### src/rtl/instr_loader_if.sv
// Byte-stream input and instruction-memory write port of the program loader.
// The master modport is the loader's view; the slave modport is the stream source / memory side.
interface instr_loader_if #(
   parameter int A_WIDTH = 32,
   parameter int D_WIDTH = 32
);
   logic               s_valid;
   logic [7:0]         s_data;
   logic               s_ready;
   logic               mem_we;
   logic [A_WIDTH-1:0] mem_addr;
   logic [D_WIDTH-1:0] mem_wdata;

   modport master (
      input  s_valid, s_data,
      output s_ready, mem_we, mem_addr, mem_wdata
   );

   modport slave (
      output s_valid, s_data,
      input  s_ready, mem_we, mem_addr, mem_wdata
   );
endinterface

### src/rtl/instr_loader.sv
// Loads a program image (count, LE payload words, XOR checksum) from a byte stream into
// instruction memory and holds the CPU in reset until a verified image is present.
module instr_loader #(
   parameter int                 A_WIDTH     = 32,
   parameter int                 D_WIDTH     = 32,
   parameter int                 DEPTH_WORDS = 256,
   parameter logic [A_WIDTH-1:0] BASE_ADDR   = '0
) (
   input  logic              clk,
   input  logic              rst,
   input  logic              start,
   instr_loader_if.master    bus,
   output logic              cpu_hold,
   output logic              busy,
   output logic              done,
   output logic              err
);

   typedef enum logic [2:0] {
      ST_IDLE, ST_HDR0, ST_HDR1, ST_DATA, ST_WRITE, ST_CHK, ST_DONE, ST_ERROR
   } state_t;

   localparam logic [16:0] DEPTH_L = 17'(DEPTH_WORDS);

   state_t               state_q, state_d;
   logic [15:0]          n_q, n_d;
   logic [15:0]          word_idx_q, word_idx_d;
   logic [1:0]           byte_idx_q, byte_idx_d;
   logic [7:0]           xor_q, xor_d;
   logic [D_WIDTH-1:0]   word_q, word_d;
   logic                 s_ready_q, s_ready_d;
   logic                 mem_we_q, mem_we_d;
   logic [A_WIDTH-1:0]   mem_addr_q, mem_addr_d;
   logic [D_WIDTH-1:0]   mem_wdata_q, mem_wdata_d;
   logic                 cpu_hold_q, cpu_hold_d;
   logic                 busy_q, busy_d;
   logic                 done_q, done_d;
   logic                 err_q, err_d;
   logic                 xfer;
   logic [15:0]          n_full;

   always_comb begin
      state_d     = state_q;
      n_d         = n_q;
      word_idx_d  = word_idx_q;
      byte_idx_d  = byte_idx_q;
      xor_d       = xor_q;
      word_d      = word_q;
      mem_addr_d  = mem_addr_q;
      mem_wdata_d = mem_wdata_q;
      xfer        = bus.s_valid && s_ready_q;
      n_full      = {bus.s_data, n_q[7:0]};

      case (state_q)
         ST_IDLE: begin
            if (start) state_d = ST_HDR0;
         end
         ST_HDR0: begin
            if (xfer) begin
               n_d[7:0] = bus.s_data;
               state_d  = ST_HDR1;
            end
         end
         ST_HDR1: begin
            if (xfer) begin
               n_d = n_full;
               if (n_full == 16'd0 || {1'b0, n_full} > DEPTH_L) begin
                  state_d = ST_ERROR;
               end else begin
                  state_d    = ST_DATA;
                  word_idx_d = '0;
                  byte_idx_d = '0;
                  xor_d      = '0;
               end
            end
         end
         ST_DATA: begin
            if (xfer) begin
               word_d[{byte_idx_q, 3'b000} +: 8] = bus.s_data;
               xor_d      = xor_q ^ bus.s_data;
               byte_idx_d = byte_idx_q + 2'd1;
               // Latch the write address/data now so the strobe is registered one cycle later.
               if (byte_idx_q == 2'd3) begin
                  state_d     = ST_WRITE;
                  mem_addr_d  = BASE_ADDR + A_WIDTH'({word_idx_q, 2'b00});
                  mem_wdata_d = word_d;
               end
            end
         end
         ST_WRITE: begin
            if (word_idx_q == n_q - 16'd1) begin
               state_d = ST_CHK;
            end else begin
               word_idx_d = word_idx_q + 16'd1;
               byte_idx_d = '0;
               state_d    = ST_DATA;
            end
         end
         ST_CHK: begin
            if (xfer) state_d = (bus.s_data == xor_q) ? ST_DONE : ST_ERROR;
         end
         ST_DONE, ST_ERROR: begin
            if (start) state_d = ST_HDR0;
         end
         default: state_d = ST_IDLE;
      endcase

      // Registered outputs are a pure function of the state being entered.
      s_ready_d  = (state_d == ST_HDR0) || (state_d == ST_HDR1) ||
                   (state_d == ST_DATA) || (state_d == ST_CHK);
      mem_we_d   = (state_d == ST_WRITE);
      busy_d     = s_ready_d || (state_d == ST_WRITE);
      done_d     = (state_d == ST_DONE);
      err_d      = (state_d == ST_ERROR);
      cpu_hold_d = (state_d != ST_DONE);
   end

   always_ff @(posedge clk or negedge rst) begin
      if (!rst) begin
         state_q     <= ST_IDLE;
         n_q         <= '0;
         word_idx_q  <= '0;
         byte_idx_q  <= '0;
         xor_q       <= '0;
         word_q      <= '0;
         s_ready_q   <= 1'b0;
         mem_we_q    <= 1'b0;
         mem_addr_q  <= BASE_ADDR;
         mem_wdata_q <= '0;
         cpu_hold_q  <= 1'b1;
         busy_q      <= 1'b0;
         done_q      <= 1'b0;
         err_q       <= 1'b0;
      end else begin
         state_q     <= state_d;
         n_q         <= n_d;
         word_idx_q  <= word_idx_d;
         byte_idx_q  <= byte_idx_d;
         xor_q       <= xor_d;
         word_q      <= word_d;
         s_ready_q   <= s_ready_d;
         mem_we_q    <= mem_we_d;
         mem_addr_q  <= mem_addr_d;
         mem_wdata_q <= mem_wdata_d;
         cpu_hold_q  <= cpu_hold_d;
         busy_q      <= busy_d;
         done_q      <= done_d;
         err_q       <= err_d;
      end
   end

   assign bus.s_ready   = s_ready_q;
   assign bus.mem_we    = mem_we_q;
   assign bus.mem_addr  = mem_addr_q;
   assign bus.mem_wdata = mem_wdata_q;
   assign cpu_hold      = cpu_hold_q;
   assign busy          = busy_q;
   assign done          = done_q;
   assign err           = err_q;

endmodule
### src/flat_wrapper.sv
// flat-port wrapper written by rule: the top's interface ports become plain ports
module instr_loader_flat 
#(
   parameter int                 A_WIDTH     = 32,
   parameter int                 D_WIDTH     = 32,
   parameter int                 DEPTH_WORDS = 256,
   parameter logic [A_WIDTH-1:0] BASE_ADDR   = '0
)
  (clk, rst, start, cpu_hold, busy, done, err, bus_s_valid, bus_s_data, bus_s_ready, bus_mem_we, bus_mem_addr, bus_mem_wdata);
  instr_loader_if #(.A_WIDTH(A_WIDTH), .D_WIDTH(D_WIDTH)) bus_i ();
  input  logic clk;
  input  logic rst;
  input  logic start;
  output logic cpu_hold;
  output logic busy;
  output logic done;
  output logic err;
  input wire logic [$bits(bus_i.s_valid)-1:0] bus_s_valid;
  input wire logic [$bits(bus_i.s_data)-1:0] bus_s_data;
  output wire logic [$bits(bus_i.s_ready)-1:0] bus_s_ready;
  output wire logic [$bits(bus_i.mem_we)-1:0] bus_mem_we;
  output wire logic [$bits(bus_i.mem_addr)-1:0] bus_mem_addr;
  output wire logic [$bits(bus_i.mem_wdata)-1:0] bus_mem_wdata;
  assign bus_i.s_valid = bus_s_valid;
  assign bus_i.s_data = bus_s_data;
  assign bus_s_ready = bus_i.s_ready;
  assign bus_mem_we = bus_i.mem_we;
  assign bus_mem_addr = bus_i.mem_addr;
  assign bus_mem_wdata = bus_i.mem_wdata;
  instr_loader #(.A_WIDTH(A_WIDTH), .D_WIDTH(D_WIDTH), .DEPTH_WORDS(DEPTH_WORDS), .BASE_ADDR(BASE_ADDR)) u_core (.clk(clk), .rst(rst), .start(start), .bus(bus_i), .cpu_hold(cpu_hold), .busy(busy), .done(done), .err(err));
endmodule
### config.mk
export PLATFORM = sky130hd
export DESIGN_NAME = instr_loader_flat
export DESIGN_NICKNAME = d
export VERILOG_FILES = /design/src/rtl/instr_loader_if.sv /design/src/rtl/instr_loader.sv /design/src/flat_wrapper.sv
export SDC_FILE = /design/constraint.sdc
export NUM_CORES = 1
export LEC_CHECK = 0
export ABC_AREA = 1
export CORE_ASPECT_RATIO = 1.75
export CORE_MARGIN = 1
export CORE_UTILIZATION = 50
export DETAILED_ROUTE_END_ITERATION = 10
export PLACE_DENSITY = 0.78
export SYNTH_ARGS = -nofsm -noshare
export SYNTH_HDL_FRONTEND = slang
export SYNTH_SLANG_ARGS = --single-unit
### constraint.sdc
create_clock -name clk -period 2.6 [get_ports clk]
set_clock_uncertainty 0.05 [all_clocks]
set_input_delay 0.39 -clock clk [delete_from_list [all_inputs] [get_ports clk]]
set_output_delay 0.39 -clock clk [all_outputs]
set_load 0.1 [all_outputs]
## Yosys cells after proc, flatten, opt, wreduce, memory -nomap -nowiden

Index checks and enable logic that the tools add are counted.

| word-level totals | value |
|---|---|
| word-level logic and storage cells | 91 |
| flip-flop bits (word level) | 131 |
| output and inout port bits | 70 |
| bits of input ports | 12 |

| operators by class | value |
|---|---|
| bitwise gates (word level) | 2 |
| multiplexer cells | 26 |
| order comparisons | 1 |
| equal/unequal tests | 22 |
| shift-type cells | 2 |
| reduce and logical (&&, ||, !) cells | 19 |
| $add $sub $neg | 4 |

Operator list:

| cell | count |
|---|---|
| $mux W16 | 3 |
| $bwmux W32 | 1 |
| $mux W8 | 4 |
| $pmux W16 S2 | 1 |
| $pmux W8 S2 | 2 |
| $shift A8 B7 Y32 const A | 1 |
| $shiftx A8 B7 Y32 | 1 |
| $eq A3 B3 Y1 const B | 8 |
| $mux W3 | 8 |
| $pmux W3 S6 | 1 |
| $add A16 B1 Y16 const B | 1 |
| $eq A16 B16 Y1 | 1 |
| $gt A16 B9 Y1 const B | 1 |
| $logic_not A16 Y1 | 1 |
| $sub A16 B1 Y16 const B | 1 |
| $eq A3 B2 Y1 const B | 4 |
| $eq A8 B8 Y1 | 1 |
| $mux W2 | 4 |
| $reduce_and A4 Y1 | 2 |
| $xor A8 B8 Y8 | 1 |
| $neg A5 Y7 | 1 |
| $eq A3 B1 Y1 const B | 2 |
| $pmux W2 S3 | 1 |
| $reduce_and A3 Y1 | 2 |
| 15 further kinds | 23 |

## Depth between registers and ports, before layout

Gate-level depths: netlist of run 1.

| logic depth | value |
|---|---|
| depth after elaboration | 10 |
| mapped depth | 18 |

## Least setup slack after synthesis of run 1

OpenSTA, ideal clock, no wires.

| timing | value |
|---|---|
| path kind | reg2reg |
| start point | register u_core.s_ready_q (netlist: u_core.bus.s_ready) |
| end point | register u_core.busy_q (netlist: u_core.busy) |
| path slack | 0.089 ns |
| data arrival time | 2.331 ns |
| clock period less this slack | 2.511 ns |
| cell stages (with the launch flop) | 8 |
| library setup time | 0.130 ns |
| path through | dfrtp_1 -> nand2_1 -> inv_1 -> a21oi_1 -> a2111oi_0 -> nand4_1 -> nand2_1 -> nand2_1 |

| between the ends | value |
|---|---|
| cells in the longest elaborated chain, start to end | 8 |

Ends and longest elaborated chain:

| item | RTL line | text |
|---|---|---|
| start: declaration | instr_loader.sv:31 | `logic s_ready_q, s_ready_d;` |
| start signal: assignment | instr_loader.sv:141 | `s_ready_q <= s_ready_d;` |
| $logic_and A1 B1 Y1 * | instr_loader.sv:51 | `xfer = bus.s_valid && s_ready_q;` |
| $mux W3, on equally long branches | -- |  |
| $pmux W3 S6 * | instr_loader.sv:54 | `case (state_q)` |
| $eq A3 B1 Y1 / $eq A3 B2 Y1 (equally long branches) | instr_loader.sv:109 | `s_ready_d = (state_d == ST_HDR0) \|\| (state_d == ST_HDR1) \|\|` |
| $logic_or A1 B1 Y1 (2 in a row) | instr_loader.sv:109 |  |
| $logic_or A1 B1 Y1 | instr_loader.sv:110 | `(state_d == ST_DATA) \|\| (state_d == ST_CHK);` |
| $logic_or A1 B1 Y1 * | instr_loader.sv:112 | `busy_d = s_ready_d \|\| (state_d == ST_WRITE);` |
| named net u_core.busy_d | instr_loader.sv:36 | `logic busy_q, busy_d;` |
| end signal: assignment | instr_loader.sv:146 | `busy_q <= busy_d;` |
| end: declaration | instr_loader.sv:36 |  |

Mark *: on every way through the listed nets, which the timed path passes. The rest lies on a longest branch.
A chain may end at the register's enable or synchronous reset.

## Worst setup path in the final report of run 1

| timing | value |
|---|---|
| start point | register u_core.n_q[0] |
| end point | register u_core.xor_q[2] |

| between the ends | value |
|---|---|
| cells in the longest elaborated chain, start to end | 4 |

Ends and longest elaborated chain:

| item | RTL line | text |
|---|---|---|
| start: declaration | instr_loader.sv:26 | `logic [15:0] n_q, n_d;` |
| start signal: assignment | instr_loader.sv:136 | `n_q <= n_d;` |
| $gt A16 B9 Y1 / $logic_not A16 Y1 (equally long branches) | instr_loader.sv:67 | `if (n_full == 16'd0 \|\| {1'b0, n_full} > DEPTH_L) begin` |
| $logic_or A1 B1 Y1 * | instr_loader.sv:67 |  |
| $ne A2 B2 Y1 (no line) * | -- |  |
| $reduce_and A4 Y1 (no line) * | -- |  |
| end signal: assignment | instr_loader.sv:139 | `xor_q <= xor_d;` |
| end: declaration | instr_loader.sv:29 | `logic [7:0] xor_q, xor_d;` |

Mark *: on every way between the ends. The rest lies on a longest branch, timed or not.

==> results of run 1 <==
==> cell type report <==
| cell class | count | area (um^2) |
|---|---|---|
| Inverter | 103 | 386.6 |
| Sequential cell | 131 | 3279 |
| Clock buffer | 18 | 429.2 |
| Tap cell | 174 | 217.7 |
| Fill cell | 1176 | 5240 |
| Multi-Input combinational cell | 617 | 3074 |
| Clock inverter | 14 | 130.1 |
| Timing Repair Buffer | 95 | 765.7 |
==> power breakdown <==
group | internal, mW | switching, mW
clock | 1.32 | 0.949
sequential | 2.58 | 0.325
combinational | 1.11 | 2.87
total | 5.02 | 4.14
==> worst register-to-register path, cell delays in order (launching register included) <==
cell     delay [ps]
dfrtp_1         370
inv_1           130
ha_2            240
nand3_4         110
nor2_4          150
buf_12          130
nand2_1          80
xor2_1          140
nand2_1         130
nor2_2          140
inv_2            90
o21ai_4         160
mux2_1          370
==> cells in the final DEF, fill, tap and decap left out, drive strengths merged <==
master           n
nor3            20
xnor2            9
a21oi            3
nand2          288
mux2             3
nand3           44
inv            107
o21ai          106
dfrtp          130
xor2            19
dlygate4sd3      1
clkbuf          18
a2111oi          1
or2              1
o22ai           16
clkdlybuf4s50   10
a21boi           1
nor2            52
dfstp            1
conb            16
nand3b           3
ha               8
nor4             5
buf             84
nand4           22
clkinvlp         2
clkinv           7
bufinv           1
==> cell usage after synthesis (4+ instances only) <==
master	count
dfrtp_1	130
nor4_1	5
inv_1	92
nor2_4	5
nand2_1	283
clkbuf_1	21
xor2_1	19
nor3_1	20
o22ai_1	16
nand3_1	42
nor2_2	8
o21ai_0	89
buf_2	9
buf_4	18
o21ai_2	13
inv_2	11
nor2_1	39
xnor2_1	9
ha_1	8
nand4_1	22
buf_6	4
==> cell families (layout without fill, tap and decap cells) <==
| logic type | count (synthesis) | in the layout |
|---|---|---|
| mux | 3 | 3 |
| xor+xnor | 28 | 28 |
| fa+ha+maj | 8 | 8 |
| flops | 131 | 131 |
| other cells | 1 | 16 |
| compound gates | 127 | 127 |
| buf+inv | 158 | 230 |
| simple gates | 435 | 435 |
==> state kept, by name, indices dropped and copies added, names as in the netlist, 2 cells and up <==
name / count
u_core.byte_idx_q: 2
u_core.xor_q: 8
u_core.state_q: 3
u_core.word_q: 32
u_core.bus.mem_addr: 16
u_core.bus.mem_wdata: 32
u_core.word_idx_q: 16
u_core.n_q: 16
==> how the worst max path moves through the flow <==
stage / endpoint / depth (start not counted)
after floorplan: u_core.busy / 7
after global placement: u_core.xor_q[2] / 7
after detailed placement: u_core.word_idx_q[15] / 15
after CTS: u_core.word_idx_q[1] / 15
after global routing: u_core.xor_q[6] / 12
final: u_core.xor_q[2] / 12
==> metal layers <==
| metal | vias to the layer above | share of wire | global-route usage |
|---|---|---|---|
| li1 | 2951 | - | - |
| met5 | - | 0 | 0 |
| met1 | 2830 | 0.38 | 0.2680 |
| met4 | 0 | 0.048 | 0.1587 |
| met2 | 173 | 0.54 | 0.4628 |
| met3 | 56 | 0.036 | 0.04728 |
==> repair_timing <==
action | 4_1_cts | 5_1_grt
hold buffers | 1 | 0
buffers inserted | 0 | 1
resized for setup | 0 | 3
endpoints found under the setup margin | 0 | 23
endpoints found under the hold margin | 40 | 0
==> impl_metrics.yaml, run 1 <==
status:
  status: "finished clean"
worst_setup_path:
  r2r_start: "u_core.n_q[0]"
  crit_chain: "inv_1, ha_2, nand3_4, nor2_4, buf_12, nand2_1, xor2_1, nand2_1, nor2_2, inv_2, o21ai_4, mux2_1"
  critPathLaunch: "u_core.n_q[0]"
  crit-reg2reg-capture: "u_core.xor_q[2]"
  critPathArrivalTime_ps: 2650
  cp-end-kind: "flip-flop"
  critical_path_required_ps: 2850
  slowest_stage: "dfrtp_1"
  path_max_fanout: 13
  r2r_cells: 12
  path_delay_family: "simple AND/OR/NAND/NOR gates"
  crit_type: "reg -> reg"
  path_common_cell: "nand2_1"
  slowest_delay_ps: 370
  r2r_setup_slack_ps: 200
  cp_num_buf_inv: 3
  startpoint_type: "flip-flop"
finish:
  layout-drive-gt1-share: 0.1687
  post-route-cell-area_um2: 8283
  final_core_util: 0.6125
  final_cells: 1152
  areaGrowthSynthToFinish_pct: 18.70
  n_antenna_cell: 0
  finish.net_count: 985
grt:
  antenna_found_initial: 0
  grt_overflow_total: 0
  grt.total_usage: 0.2534
  grt_pass1_vias: 5926
  grt_pass1_wl_um: 28320
  grt_max_degree: 67
placed_design:
  dpl.cell_count: 1118
  post_dp_cell_area_um2: 7680
  portBuffers: 65
  post-place-ws_ps: 101.7
  dpl.hpwl_um: 12550
  gp_congestion: 0.8954
synthesis:
  ys_types: 36
  synthAdderAreaFrac: 0.01434
  yosys_warnings: 0
  synth-edff-count: 0
  synth_top_area_cell: "dfrtp_1"
  synthArstFlopShare: 1.000
  synth_top_area_share: 0.4662
  ys_ff_latch: 131
  syn-mean-instance-area_um2: 7.832
  synth_compound_area_frac: 0.1035
  syn_inst: 891
  yosysSeqAreaShare: 0.4700
  ys.flop_type: "dfrtp_1"
  synth_top_family_by_area: "simple AND/OR/NAND/NOR gates"
  muxShareOfSynthArea: 0.004841
  synth_area_um2: 6978
  synth_area_leaders: "dfrtp_1, nand2_1, o21ai_0, inv_1, nand3_1"
  synthSimpleGateAreaFrac: 0.2711
  synthXorXnorAreaFrac: 0.03514
sta:
  max_slew_margin: 0.5759
  hold_viol_final: 0
  slew_violations: 0
  tightest_slew_ps: 630.3
  fmax_mhz: 416.1
  period_needed_ps: 2403
  timing.final.ws_setup_ps: 197.0
  period_share: 0.9242
  setup_viol: 0
  setup_tns_ps: 0
  fin_worst_hold_slack_ps: 432.6
clock_tree:
  numClockSinks: 131
  cts_tree: "yes"
  insertion_delay_ps: 420
  cts_buffers: 17
  clockBufferDepth: 2
  clock-root-buffer: "clkbuf_16"
  htreeDepth: 4
  path_clk_slew_ps: 60
floorplan:
  die_x_um: 91.30
  die_h_um: 158.3
  start_util: 0.5160
  rows: 56
  ioPinCount: 82
  core_area_um2: 13520
  die-area_um2: 14450
power_and_ir_drop:
  p_leak_nw: 4.036
  p_total_mw: 9.163
  ir_drop_mv: 0.6067
  power_density_nw_per_um2: 1106
worst_hold_path:
  hold_path.class: "reg -> reg"
  whs_path_depth: 2
  holdPathEnd: "u_core.bus.mem_addr[7]"
  worstHoldStart: "u_core.bus.mem_addr[7]"
detailed_routing:
  dr.pass1.iters: 6
  viasPerCell: 5.217
  drt_iter0_drc: 360
  wl_per_cell_um: 14.89
  drc: 0
  dr_total_vias: 6010
  final_antenna_net_count: 0
  routed_wl_um: 17160
run:
  maxCapViolations: 0
(Power assumes the default switching activity.)
==> inputs of run 2 (changes only) <==
--- a/config.mk
+++ b/config.mk
@@ -9,8 +9,11 @@
 export CORE_ASPECT_RATIO = 1.75
 export CORE_MARGIN = 1
 export CORE_UTILIZATION = 50
+export CTS_CLUSTER_DIAMETER = 30
 export DETAILED_ROUTE_END_ITERATION = 10
 export PLACE_DENSITY = 0.78
+export SKIP_LAST_GASP = 1
+export SLEW_MARGIN = 5
 export SYNTH_ARGS = -nofsm -noshare
 export SYNTH_HDL_FRONTEND = slang
 export SYNTH_SLANG_ARGS = --single-unit
==> results of run 2 <==
The final DEF is identical to that of run 1; final timing and power are the same.
